==> src/rtl/apb_bridge_mslv.sv <==
// ============================================================================
// Module   : apb_bridge_mslv
// Function : AHB-to-APB bridge with address decode onto NUM_SLV APB slaves,
//            error response for unmapped addresses and an optional wait timeout.
// Revision : 1.0
// ============================================================================
`default_nettype none

module apb_bridge_mslv #(
    parameter int                    NUM_SLV       = 9,
    parameter logic [NUM_SLV*32-1:0] SLV_BASE      = {32'h40031000, 32'h40021000,
                                                      32'h4001A000, 32'h40017000,
                                                      32'h40018000, 32'h40019000,
                                                      32'h40016000, 32'h40011000,
                                                      32'h40015000},
    parameter int                    SLV_SIZE_LOG2 = 12,
    parameter int                    TIMEOUT       = 0
) (
    input  logic                  hclk,
    input  logic                  hrst,
    input  logic                  harb_apb_hsel,
    input  logic [31:0]           harb_xx_haddr,
    input  logic                  harb_xx_hwrite,
    input  logic [31:0]           harb_xx_hwdata,
    output logic [31:0]           apb_harb_hrdata,
    output logic                  apb_harb_hready,
    output logic [1:0]            apb_harb_hresp,
    output logic [31:0]           apb_xx_paddr,
    output logic                  apb_xx_pwrite,
    output logic [31:0]           apb_xx_pwdata,
    output logic                  apb_xx_penable,
    output logic [NUM_SLV-1:0]    psel_sx,
    input  logic [NUM_SLV*32-1:0] prdata_sx,
    input  logic [NUM_SLV-1:0]    pready_sx,
    input  logic [NUM_SLV-1:0]    pslverr_sx
);

    localparam int         C_TAG_W = 32 - SLV_SIZE_LOG2;
    localparam logic [7:0] C_TMO   = 8'(TIMEOUT);
    localparam logic [1:0] C_OKAY  = 2'b00;
    localparam logic [1:0] C_ERROR = 2'b01;

    typedef enum logic [2:0] {
        S_IDLE   = 3'd0,
        S_LATCH  = 3'd1,
        S_SETUP  = 3'd2,
        S_ACCESS = 3'd3,
        S_ERR1   = 3'd4,
        S_ERR2   = 3'd5
    } state_t;

    state_t      state_q, state_d;
    logic [31:0] paddr_q, paddr_d;
    logic        pwrite_q, pwrite_d;
    logic [31:0] pwdata_q, pwdata_d;
    logic [7:0]  wait_cnt_q, wait_cnt_d;

    logic [NUM_SLV-1:0] w_hit_oh;
    logic               w_hit_vld;
    logic [31:0]        w_sel_prdata;
    logic               w_sel_pready;
    logic               w_sel_pslverr;

    // Scan from the top index down so the lowest matching slot overrides.
    always_comb begin
        w_hit_oh      = '0;
        w_hit_vld     = 1'b0;
        w_sel_prdata  = 32'h0;
        w_sel_pready  = 1'b0;
        w_sel_pslverr = 1'b0;
        for (int i = NUM_SLV - 1; i >= 0; i--) begin
            if (paddr_q[31:SLV_SIZE_LOG2] == SLV_BASE[32*i+SLV_SIZE_LOG2 +: C_TAG_W]) begin
                w_hit_oh      = '0;
                w_hit_oh[i]   = 1'b1;
                w_hit_vld     = 1'b1;
                w_sel_prdata  = prdata_sx[32*i +: 32];
                w_sel_pready  = pready_sx[i];
                w_sel_pslverr = pslverr_sx[i];
            end
        end
    end

    always_comb begin
        state_d         = state_q;
        paddr_d         = paddr_q;
        pwrite_d        = pwrite_q;
        pwdata_d        = pwdata_q;
        wait_cnt_d      = wait_cnt_q;
        psel_sx         = '0;
        apb_xx_penable  = 1'b0;
        apb_harb_hready = 1'b0;
        apb_harb_hresp  = C_OKAY;
        apb_harb_hrdata = 32'h0;

        case (state_q)
            S_IDLE: begin
                apb_harb_hready = 1'b1;
            end
            S_LATCH: begin
                pwdata_d = harb_xx_hwdata;
                state_d  = S_SETUP;
            end
            S_SETUP: begin
                psel_sx    = w_hit_oh;
                wait_cnt_d = 8'h0;
                state_d    = w_hit_vld ? S_ACCESS : S_ERR1;
            end
            S_ACCESS: begin
                psel_sx        = w_hit_oh;
                apb_xx_penable = 1'b1;
                if (w_sel_pready) begin
                    if (w_sel_pslverr) begin
                        state_d = S_ERR1;
                    end else begin
                        apb_harb_hready = 1'b1;
                        if (!pwrite_q) begin
                            apb_harb_hrdata = w_sel_prdata;
                        end
                        state_d = S_IDLE;
                    end
                end else begin
                    wait_cnt_d = wait_cnt_q + 8'd1;
                    if ((C_TMO != 8'd0) && (wait_cnt_d == C_TMO)) begin
                        state_d = S_ERR1;
                    end
                end
            end
            S_ERR1: begin
                apb_harb_hresp = C_ERROR;
                state_d        = S_ERR2;
            end
            S_ERR2: begin
                apb_harb_hresp  = C_ERROR;
                apb_harb_hready = 1'b1;
                state_d         = S_IDLE;
            end
            default: begin
                state_d = S_IDLE;
            end
        endcase

        // Any state that signals ready can take the next transfer; this
        // overrides the IDLE fall-back chosen above.
        if (apb_harb_hready && harb_apb_hsel) begin
            paddr_d  = harb_xx_haddr;
            pwrite_d = harb_xx_hwrite;
            state_d  = harb_xx_hwrite ? S_LATCH : S_SETUP;
        end
    end

    always_ff @(posedge hclk or posedge hrst) begin
        if (hrst) begin
            state_q    <= S_IDLE;
            paddr_q    <= 32'h0;
            pwrite_q   <= 1'b0;
            pwdata_q   <= 32'h0;
            wait_cnt_q <= 8'h0;
        end else begin
            state_q    <= state_d;
            paddr_q    <= paddr_d;
            pwrite_q   <= pwrite_d;
            pwdata_q   <= pwdata_d;
            wait_cnt_q <= wait_cnt_d;
        end
    end

    assign apb_xx_paddr  = paddr_q;
    assign apb_xx_pwrite = pwrite_q;
    assign apb_xx_pwdata = pwdata_q;

endmodule

`default_nettype wire

==> config.mk <==
export PLATFORM = sky130hd
export DESIGN_NAME = apb_bridge_mslv
export DESIGN_NICKNAME = d
export VERILOG_FILES = /design/src/rtl/apb_bridge_mslv.sv
export SDC_FILE = /design/constraint.sdc
export NUM_CORES = 1
export LEC_CHECK = 0
export CAP_MARGIN = 20
export CORE_AREA = 3 3 190 192
export CTS_CLUSTER_DIAMETER = 120
export DETAILED_ROUTE_END_ITERATION = 12
export DIE_AREA = 0 0 193 195
export GPL_ROUTABILITY_DRIVEN = 1
export HOLD_SLACK_MARGIN = 0.08
export PLACE_DENSITY = 0.5
export SLEW_MARGIN = 20
export SYNTH_ARGS = -nofsm -noshare
export SYNTH_HDL_FRONTEND = slang
export SYNTH_SLANG_ARGS = --single-unit
==> constraint.sdc <==
create_clock -name hclk -period 3.5 [get_ports hclk]
set_input_delay 0.35 -clock hclk [delete_from_list [all_inputs] [get_ports hclk]]
set_output_delay 0.35 -clock hclk [all_outputs]
set_load 0.01 [all_outputs]
**Yosys cells after proc, flatten, opt, wreduce, memory -nomap -nowiden**

Cells that the tools add are included.

- Register bits: 68
- Output and inout port bits: 110

- Muxes and demuxes: 61
- Reduce and logical (&&, ||, !) cells: 6
- Eq/ne operators: 16

Operators by type and width:

| cell | count |
|---|---|
| $mux W32 | 13 |
| $eq A20 B19 Y1 const B | 9 |
| $mux W9 | 10 |
| $mux W1 | 31 |
| $pmux W3 S5 | 1 |
| $mux W3 | 4 |
| $eq A3 B2 Y1 const B | 2 |
| $eq A3 B3 Y1 const B | 2 |
| $reduce_or A2 Y1 | 3 |
| $eq A3 B1 Y1 const B | 1 |
| $logic_not A3 Y1 | 1 |
| $ne A3 B3 Y1 const B | 1 |
| $mux W2 | 1 |
| $ne A2 B2 Y1 const B | 1 |
| $pmux W1 S2 | 1 |
| $reduce_and A2 Y1 | 1 |
| $logic_and A1 B1 Y1 | 1 |

**Longest topological paths before layout**

- Word-level depth: 16
- Mapped depth: 9
- Mapped depth without buffers: 7

**Worst setup path before layout**

No wires, ideal clock.

- Path type: flip-flop to output port
- Start point: register paddr_q[29], in the netlist apb_xx_paddr[29]
- End point: output apb_harb_hrdata[10]
- Setup slack: 372 ps
- Cell stages (with the launch flop): 10
- Arrival: 2,778 ps
- Cell sequence: dfrtp_1 or4b_1 buf_2 a2111oi_2 o21ai_1 a22o_1 a221oi_2 nand2b_1 clkbuf_1 a221oi_1

- Longest elaborated chain between the ends: 14

RTL lines:

| item | RTL line | text |
|---|---|---|
| start: declaration | 53 | `logic [31:0] paddr_q, paddr_d;` |
| start signal: assignment | 160 | `paddr_q <= paddr_d;` |
| $eq A20 B19 Y1 | 72 | `if (paddr_q[31:SLV_SIZE_LOG2] == SLV_BASE[32*i+SLV_SIZE_LOG2 +: C_TAG_W]) begin` |
| $mux W32 (9 in series) | 72 |  |
| $mux W32 | 116 | `if (!pwrite_q) begin` |
| $mux W32 | 112 | `if (w_sel_pslverr) begin` |
| $mux W32 * | 111 | `if (w_sel_pready) begin` |
| $mux W32 * | 95 | `case (state_q)` |
| end: declaration | 25 | `output logic [31:0] apb_harb_hrdata,` |

Mark *: on every way between the ends. The rest lies on a longest branch, timed or not.

**Worst setup path after layout**

- Start point: register paddr_q[29], in the netlist apb_xx_paddr[29]
- End point: output apb_harb_hrdata[1]

Same word-level chain as after synthesis.

==> results.py <==
metrics = {
    "setup_path": {
        "start_kind": "flip-flop",
        "cp_max_fo": 8,
        "critPathCaptureType": "output pin",
        "arrival_ps": 3220,
        "path_class": "flip-flop to output pin",
        "r2r_setup_slack_ps": 410,
        "critPathRequiredTime_ps": 3150,
    },
    "grt": {
        "track_usage": 0.185,
        "antenna_found_initial": 13,
        "first_global_vias": 7421,
        "grt_max_degree": 34,
        "grt_pass1_wl_um": 51300,
        "globalRouteOverflowTotal": 0,
    },
    "power": {
        "p_leak_nw": 4.54,
        "power_switching_uw": 470,
        "swShare": 0.205,
        "p_clk_frac": 0.438,
        "power_mw": 2.29,
        "power_per_cell_area_nw_per_um2": 191,
        "vdd_ir_drop_max_mv": 0.223,
        "p_comb_frac": 0.219,
        "power_frac_seq": 0.343,
        "internal_power_mw": 1.82,
    },
    "floorplanning": {
        "start_util": 0.156,
        "die_y_um": 195,
        "die_area_um2": 37600,
        "core_um2": 34500,
        "die-width_um": 193,
        "ios": 484,
        "rows": 68,
    },
    "cts": {
        "h-tree-depth": 3,
        "cts_tree": "built",
        "cts_hold_buf": 0,
        "cts_buffer_depth": 2,
        "cts.sinks": 68,
        "cts_buffers": 9,
        "clk_pin_slew_ps": 60,
        "clock_latency_ps": 330,
        "cts_root_buf": "clkbuf_16",
    },
    "yosys": {
        "synthTopCellsByCount": "dfrtp_1 (68), mux2_2 (65), a221oi_1 (64)",
        "yosysMostFrequentCell": "dfrtp_1",
        "synth_edf_count": 0,
        "synthArstFlopShare": 1.00,
        "syn_avg_cell_area_um2": 9.75,
        "yosysUniqueCellTypes": 58,
        "synth_seq_cells": 68,
        "syn_nets": 928,
        "synthTopCellsByArea": "dfrtp_1 (31%), mux2_2 (14%), a221oi_1 (10%), mux2_4 (7.8%), mux2i_1 (6.9%)",
        "syn_area_um2": 5400,
        "ys.flop_type": "dfrtp_1",
        "yosys.area.top_type": "dfrtp_1",
        "yosysSeqAreaShare": 0.315,
        "yosys_warnings": 0,
        "synth_cells": 554,
        "synth_top_area_frac": 0.315,
    },
    "detailed_routing": {
        "wl_per_cell_um": 24.3,
        "num_vias": 6937,
        "antenna_left": 0,
        "vias_per_cell": 4.55,
        "drc_errors": 0,
        "first_iter_violations": 242,
        "dr.pass1.iters": 4,
        "drt-total-wl_um": 37100,
    },
    "timing": {
        "period_share": 1.02,
        "finalMaxSlewViolations": 0,
        "tightestPinTransition_ps": 605,
        "post-route-min-period_ps": 3570,
        "finalHoldViolations": 0,
        "rsz0062_at_grt": "true",
        "hold_ws_ps": 319,
        "fmax_mhz": 280,
        "postLayoutSetupSlackWorst_ps": -68.9,
        "slew_headroom": 0.591,
        "setup_viol": 15,
        "fin_skew_ps": 7.43,
    },
    "place": {
        "dp_slack_ps": -156,
        "gp_congestion": 0.903,
        "dpl_cell_area_um2": 11100,
        "dpl.hpwl_um": 28500,
        "numPortBuffers": 482,
    },
    "layout": {
        "seq_area_um2": 1700,
        "fillers": 3585,
        "drive_above_1_share": 0.255,
        "area_growth_pct": 122,
        "nets": 1432,
        "final_cell_area_um2": 12000,
        "multi_input_area_um2": 3890,
    },
    "min_path": {
        "hold_path.class": "input port to asynchronous set/reset pin",
    },
    "flow_run": {
        "drv_cap": 0,
    },
    "outcome": {
        "violations": "negative setup slack",
        "outcome": "complete, but fails checks",
    },
}
## critical path, cell delays in order, from the launching register on
cell	delay (ps)
dfrtp_1	380
or4b_4	600
a2111oi_4	390
a41oi_2	90
nor2_4	170
buf_6	150
buf_12	110
buf_16	130
a221oi_2	40
or3_1	390
a221oi_2	250
buf_2	180
## area by class of cell
class                   count  share of cell area
diodes                      7             0.00146
clock buffers              11              0.0203
clock inverters             5             0.00711
inverters                   8             0.00251
multi-input cells         429               0.325
flip-flops and latches     68               0.142
well taps                 455              0.0476
repair buffers            542               0.454
## registers in the layout (all words and copies together), names as in the netlist
name	flops
apb_xx_paddr	32
apb_xx_pwdata	32
apb_xx_pwrite	1
state_q	3
## cells in the final DEF, fill, tap and decap left out, types with 5 or more instances in the layout
cell type	synthesis	routed
nand2_1	42	41
a221oi_2	1	39
mux2_2	65	65
nor2_1	46	44
dfrtp_1	68	66
mux2_1	5	5
o22ai_1	32	32
mux2i_1	37	37
inv_1	8	7
buf_4	1	38
diode_2	0	7
a221oi_1	64	24
buf_12	0	14
or3_1	32	29
buf_2	7	30
mux2_4	28	28
clkdlybuf4s50_1	0	449
clkbuf_16	0	10
nand4_1	6	6
## cell families after synthesis
kind of cell,after synthesis,synth area share
AO/OA/AOI/OAI,123,0.182
XOR/XNOR,1,0.00162
adder cells (fa/ha/maj),1,0.00185
buffers and inverters,57,0.0461
flip-flops,68,0.315
multiplexers,135,0.292
other,1,0.000694
AND/OR/NAND/NOR,168,0.160
## metal layers
| metal | vias to the layer above | global-route usage | routed length, um |
|---|---|---|---|
| li1 | 3186 | - | - |
| met1 | 3321 | 0.206 | 13800 |
| met2 | 363 | 0.327 | 18700 |
| met3 | 59 | 0.0614 | 3600 |
| met4 | 8 | 0.0662 | 952 |
| met5 | - | 0 | 40 |
## what timing repair did
action	CTS	global route
gates cloned	5	1
endpoints found under the setup margin	36	36
setup buffers	11	3
resized for setup	164	51
pin swaps	10	24
## metrics by stage
| stage | instances | utilization | TNS, ps |
|---|---|---|---|
| after floorplan | 554 | - | 0 |
| after global placement | 1483 | 0.321 | -1020 |
| after detailed placement | 1483 | 0.321 | -2280 |
| after CTS | 1514 | 0.339 | 0 |
| after global routing | 1525 | 0.347 | -3960 |
| final | 1525 | 0.347 | -461 |
## power by group through the flow
stage               Combinational, mW  Sequential [mW]  Clock, mW
global route                    0.531            0.786       1.06
detailed placement              0.494            0.800          0
finish                          0.502            0.786       1.00
floorplan                      0.0488            0.801          0
CTS                             0.500            0.786       1.04
global placement                0.493            0.800          0
## worst paths after layout
check	from	cells past startpoint	end
setup / recovery	apb_xx_paddr[29]	11	apb_harb_hrdata[1]
hold / removal	hrst	2	apb_xx_paddr[21]
setup reg to reg	apb_xx_paddr[29]	12	apb_xx_paddr[30]
hold reg to reg	apb_xx_pwdata[1]	1	apb_xx_pwdata[1]
max in group asynchronous	hrst	3	apb_xx_pwdata[28]
min in group hclk	apb_xx_pwdata[1]	1	apb_xx_pwdata[1]
No activity file was read; power rests on OpenSTA's default activity.
==> edit 1, RTL diff (config.mk and constraints unchanged) <==
Take the reset off `paddr_q` and `pwdata_q` and load them in a clocked block of their own.
--- a/src/rtl/apb_bridge_mslv.sv
+++ b/src/rtl/apb_bridge_mslv.sv
@@ -151,17 +151,18 @@
     always_ff @(posedge hclk or posedge hrst) begin
         if (hrst) begin
             state_q    <= S_IDLE;
-            paddr_q    <= 32'h0;
             pwrite_q   <= 1'b0;
-            pwdata_q   <= 32'h0;
             wait_cnt_q <= 8'h0;
         end else begin
             state_q    <= state_d;
-            paddr_q    <= paddr_d;
             pwrite_q   <= pwrite_d;
-            pwdata_q   <= pwdata_d;
             wait_cnt_q <= wait_cnt_d;
         end
+    end
+
+    always_ff @(posedge hclk) begin
+        paddr_q  <= paddr_d;
+        pwdata_q <= pwdata_d;
     end
 
     assign apb_xx_paddr  = paddr_q;
Formal check against the unedited RTL: not equivalent (a bounded check fails within 4 cycles, from zero or initial values and one cycle with hrst high).
==> edit 1 against the original RTL <==
  * Sequential cell count unchanged
  * Wire length fell by 11%
  * Setup slack gained 200 ps
  * Area after synthesis is 1.8% lower
  * Worst hold slack worse by 120 ps
  * Cell area down 3.7%
  * Global-route usage decreased by 2.0 points
Power is not compared: it rests on default switching activity, and its combinational part moved more than twofold at a synthesized area within 25%.
==> edit 1: results (changes against the original RTL) <==
[synthesis]
synth_area_leaders = edfxtp_1 (36%), a2111oi_4 (16%), mux2i_1 (6.6%)
synth_nets = 830  ; -11%
synth-edff-count = 64  ; +64
ys_types = 62  ; +6.9%
synth_seq_area_share = 0.3810  ; +0.06606
netlist_instances = 456  ; -18%
yosys_warnings = 0  ; unchanged
async_flop_share = 0.05882  ; -0.9412
synth_common_cells = edfxtp_1 (64), nor2_1 (43), clkbuf_1 (36)

[placement]
place_area_sq_um = 11030  ; -0.46%
place_congestion = 0.8889  ; -1.6%
hpwl_mm = 26.55  ; -6.9%
dpl_worst_slack_ps = -78.19  ; +78.26 ps
port_buffers = 482  ; unchanged
placedCellCount = 1399  ; -5.7%

[outcome]
status = finished clean

[route]
vias = 6375  ; -8.1%
drtIter0Drc = 245  ; +1.2%
postRouteWirelength_mm = 32.98  ; -11%
wl_per_cell_microns = 23.01  ; -5.5%

[global_routing]
antenna_found_initial = 1  ; -12
grt_pass1_vias = 6901  ; -7.0%
grt_pass1_wl_mm = 45.56  ; -11%
grt.total_usage = 0.1652  ; -0.01965
grt_max_degree = 36  ; +5.9%

[worst_setup_path]
critPathMaxStageDelay_ps = 470  ; -130 ps
arrival_ps = 3010  ; -210 ps
r2r.worst_path.cells = 12  ; unchanged
worst_r2r_startpoint = apb_xx_paddr[26]
cp_max_fo = 6  ; -2
r2r-end = apb_xx_pwrite
slowest_stage = edfxtp_1
rrSetupSlack_ps = 470  ; +60 ps

[cts]
clockBufferDepth = 2  ; unchanged
cts_hold_buf = 0  ; unchanged
clk_pin_slew_ps = 60  ; about the same
insertion_delay_ps = 340

[layout]
drive_gt1_frac = 0.1934  ; -0.06149
final_nets = 1346  ; -6.0%

[sta]
worst_clock_skew_ps = 5.982  ; -1.451 ps
hold_slack_ps = 199.9  ; -118.9 ps
max_slew.worst_pin.slew_ps = 917.2  ; +312.1 ps

-- edit 1: power by group --
| group | internal (mW) | switching, mW | leakage (nW) |
|---|---|---|---|
| combinational | 0.974 | 0.673 | 3.22 |
| clock | 0.548 | 0.330 | 0.141 |
| sequential | 1.15 | 0.123 | 0.643 |
| total | 2.68 | 1.13 | 4.00 |
-- edit 1: worst max-delay path by stage --
stage | start | to | slack (ps) | depth (start not counted)
2_1_floorplan | state_q[0] | apb_xx_pwdata[0] | 310 | 2
3_3_place_gp | pready_sx[4] | apb_harb_hrdata[31] | -7 | 10
3_5_place_dp | pready_sx[4] | apb_harb_hrdata[0] | -80 | 10
4_1_cts | apb_xx_paddr[21] | apb_harb_hrdata[30] | -240 | 9
5_1_grt | apb_xx_paddr[14] | apb_harb_hrdata[0] | -20 | 12
6_report | apb_xx_paddr[14] | apb_harb_hrdata[0] | 140 | 12
-- edit 1: final cells by class --
class,count,area [sq um]
clock buffer,11,232.7
inverter,4,15.01
sequential,68,2022
multi-input combinational,336,3219
fill,3547,23020
timing repair buffer,553,5411
clock inverter,5,52.55
tap,455,569.3
antenna,1,2.502
-- edit 1: critical path, delay by kind of cell (launching register included) --
family          cells  cell delay, ps
simple gates        3             600
compound gates      4             790
buf+inv             5             820
flops               1             470
-- edit 1: logic make-up (layout without fill, tap and decap cells) --
family          after synthesis  count (layout)  synth area share
buf+inv                      52             573           0.04620
compound gates              184             184            0.3694
other cells                   1               2         0.0007065
fa+ha+maj                     1               1          0.001886
simple gates                112             112            0.1290
xor+xnor                      1               1          0.001650
mux                          37              37           0.07025
flops                        68              68            0.3810
-- edit 1: layer usage --
| layer | GRT usage | vias to the layer above | share of wire |
|---|---|---|---|
| li1 | - | 2964 | - |
| met1 | 0.1879 | 3055 | 0.38 |
| met2 | 0.2988 | 335 | 0.51 |
| met3 | 0.04991 | 21 | 0.095 |
| met4 | 0.04286 | 0 | 0.014 |
| met5 | 0 | - | 0 |
-- edit 1: what timing repair did --
item	4_1_cts	5_1_grt
pin swaps	2	2
setup buffers	8	9
endpoints found under the setup margin	34	54
gates resized for setup	36	82
==> edit 2, RTL diff (same settings) <==
Made on the original files. Set the parameter `SLV_SIZE_LOG2` to 13 (it was 12).
--- a/src/rtl/apb_bridge_mslv.sv
+++ b/src/rtl/apb_bridge_mslv.sv
@@ -13,7 +13,7 @@
                                                       32'h40018000, 32'h40019000,
                                                       32'h40016000, 32'h40011000,
                                                       32'h40015000},
-    parameter int                    SLV_SIZE_LOG2 = 12,
+    parameter int                    SLV_SIZE_LOG2 = 13,
     parameter int                    TIMEOUT       = 0
 ) (
     input  logic                  hclk,
Function: changed (Yosys sat finds a counterexample within 4 cycles, from zero or initial values and one cycle with hrst high).
==> edit 2 against the original RTL <==
  * Area after synthesis is 0.14% higher
  * Worst hold slack improved by 170 ps
  * Setup slack gained 220 ps
  * Wire length decreased by 17%
  * Cell count fell by 3.9%
  * Sequential cell count is the same
  * Cell area is 11% lower
  * Critical path type unchanged
  * Highest routed layer unchanged
Power is not compared: it rests on default switching activity, and its combinational part moved more than twofold at a synthesized area within 25%.
==> edit 2: results (changes against the original RTL) <==
[outcome]
status = finished clean

[layout]
num_antenna_cells = 0  ; -7
drive_gt1_frac = 0.1790  ; -0.07591
final_nets = 1380  ; -3.6%

[global_routing]
grt_pass1_wl_mm = 43.75  ; -15%
grt_pass1_vias = 6722  ; -9.4%
antenna_found_initial = 2  ; -11
grt.total_usage = 0.1548  ; -0.03001
grt_max_degree = 36  ; +5.9%

[route]
drtIter0Drc = 187  ; -23%
postRouteWirelength_mm = 30.95  ; -17%
via_per_inst = 4.382  ; -3.7%
drtPass1Iterations = 5  ; +1

[worst_setup_path]
arrival_ps = 3000  ; -220 ps
cp_max_fo = 9  ; +1
r2r.worst_path.cells = 10  ; -2

[synthesis]
netlist_instances = 589  ; +6.3%
synth_common_cells = nand2_1 (76), dfrtp_1 (68), mux2_2 (63)
ys_types = 59  ; +1.7%
synth_area_leaders = dfrtp_1 (31%), mux2_2 (13%), nand2_1 (5.3%)
synth-main-ff-cell = dfrtp_1
synth_seq_area_share = 0.3145  ; -0.0004368

[placement]
port_buffers = 412  ; -15%
place_congestion = 0.7835  ; -13%
hpwl_mm = 24.66  ; -14%

[sta]
relSlewSlack = 0.3592  ; -0.2318
worst_clock_skew_ps = 5.304  ; -2.129 ps

[cts]
htree_levels = 3  ; unchanged

## edit 2: changes by cell type after synthesis, sizes merged, moves of 23 or more
cell     unedited run  this run
inv                 8        37
a2bb2oi             2        26
a221oi             65         0
o211ai              1        28
nand2              42        77
a21oi               3        42
mux2i              37         4
a221o               0        26
nor2               46        20
o22ai              32         6
or3                32         2
o21ai               5        28
mux2               98        63
## edit 2: stage by stage
stage | setup slack (ps) | setup TNS (ps) | hold WS, ps | area [sq um]
6_report | 148.7 | 0 | 490.8 | 10640
5_1_grt | 2.314 | 0 | 520.4 | 10640
4_1_cts | 17.78 | 0 | 509.0 | 10610
3_5_place_dp | -59.85 | -129.2 | 494.4 | 10290
3_3_place_gp | -107.2 | -931.7 | 489.1 | 10290
2_1_floorplan | 806.4 | 0 | 493.1 | 5419
## edit 2: critical path, cell delays in order (launching register included)
cell,delay [ps]
dfrtp_1,420
nor4_4,270
buf_4,160
buf_4,130
nand3_4,160
or4_4,570
a21oi_4,210
a31oi_4,140
inv_1,80
clkdlybuf4s50_1,530
## edit 2: layout make-up
class	count	area (sq um)
clock buffers	11	252.7
clock inverters	5	58.81
fillers	3651	23910
inverters	37	138.9
multi-input cells	433	3361
flip-flops and latches	68	1704
well taps	455	569.3
repair buffers	457	4552
## edit 2: final timing paths
check / to / slack [ps] / startpoint
setup / recovery: apb_harb_hready / 150 / apb_xx_paddr[31]
hold / removal: apb_xx_pwdata[15] / 490 / hrst
setup reg to reg: apb_xx_paddr[17] / 630 / apb_xx_paddr[31]
hold reg to reg: apb_xx_pwdata[22] / 500 / apb_xx_pwdata[22]
max in group asynchronous: apb_xx_paddr[16] / 2300 / hrst
min in group hclk: apb_xx_pwdata[22] / 500 / apb_xx_pwdata[22]
## edit 2: cell families after synthesis
| kind of cell | count (synthesis) | synth area share |
|---|---|---|
| buffers and inverters | 90 | 0.07352 |
| and+or+nand+nor | 154 | 0.1491 |
| other | 1 | 0.0006930 |
| muxes | 67 | 0.1385 |
| DFF | 68 | 0.3145 |
| AOI/OAI and AO/OA | 209 | 0.3237 |
## edit 2: power by group
part	switching [mW]	internal (mW)	leakage, nW	total, mW
combinational	1.48	1.80	3.21	3.28
sequential	0.333	1.18	0.823	1.52
clock	0.357	0.591	0.148	0.949
total	2.17	3.58	4.18	5.75
## edit 2: routing by layer
metal / wire (microns) / global-route usage
met3: 2662 / 0.04039
met5: 23 / 0
met2: 15870 / 0.2888
met1: 12040 / 0.1770
met4: 354 / 0.02973
## edit 2: timing repair
action / in CTS / in global routing
endpoints found under the setup margin: 31 / 9
pin swaps: 3 / 3
gates resized for setup: 28 / 9
buffers inserted: 2 / 1
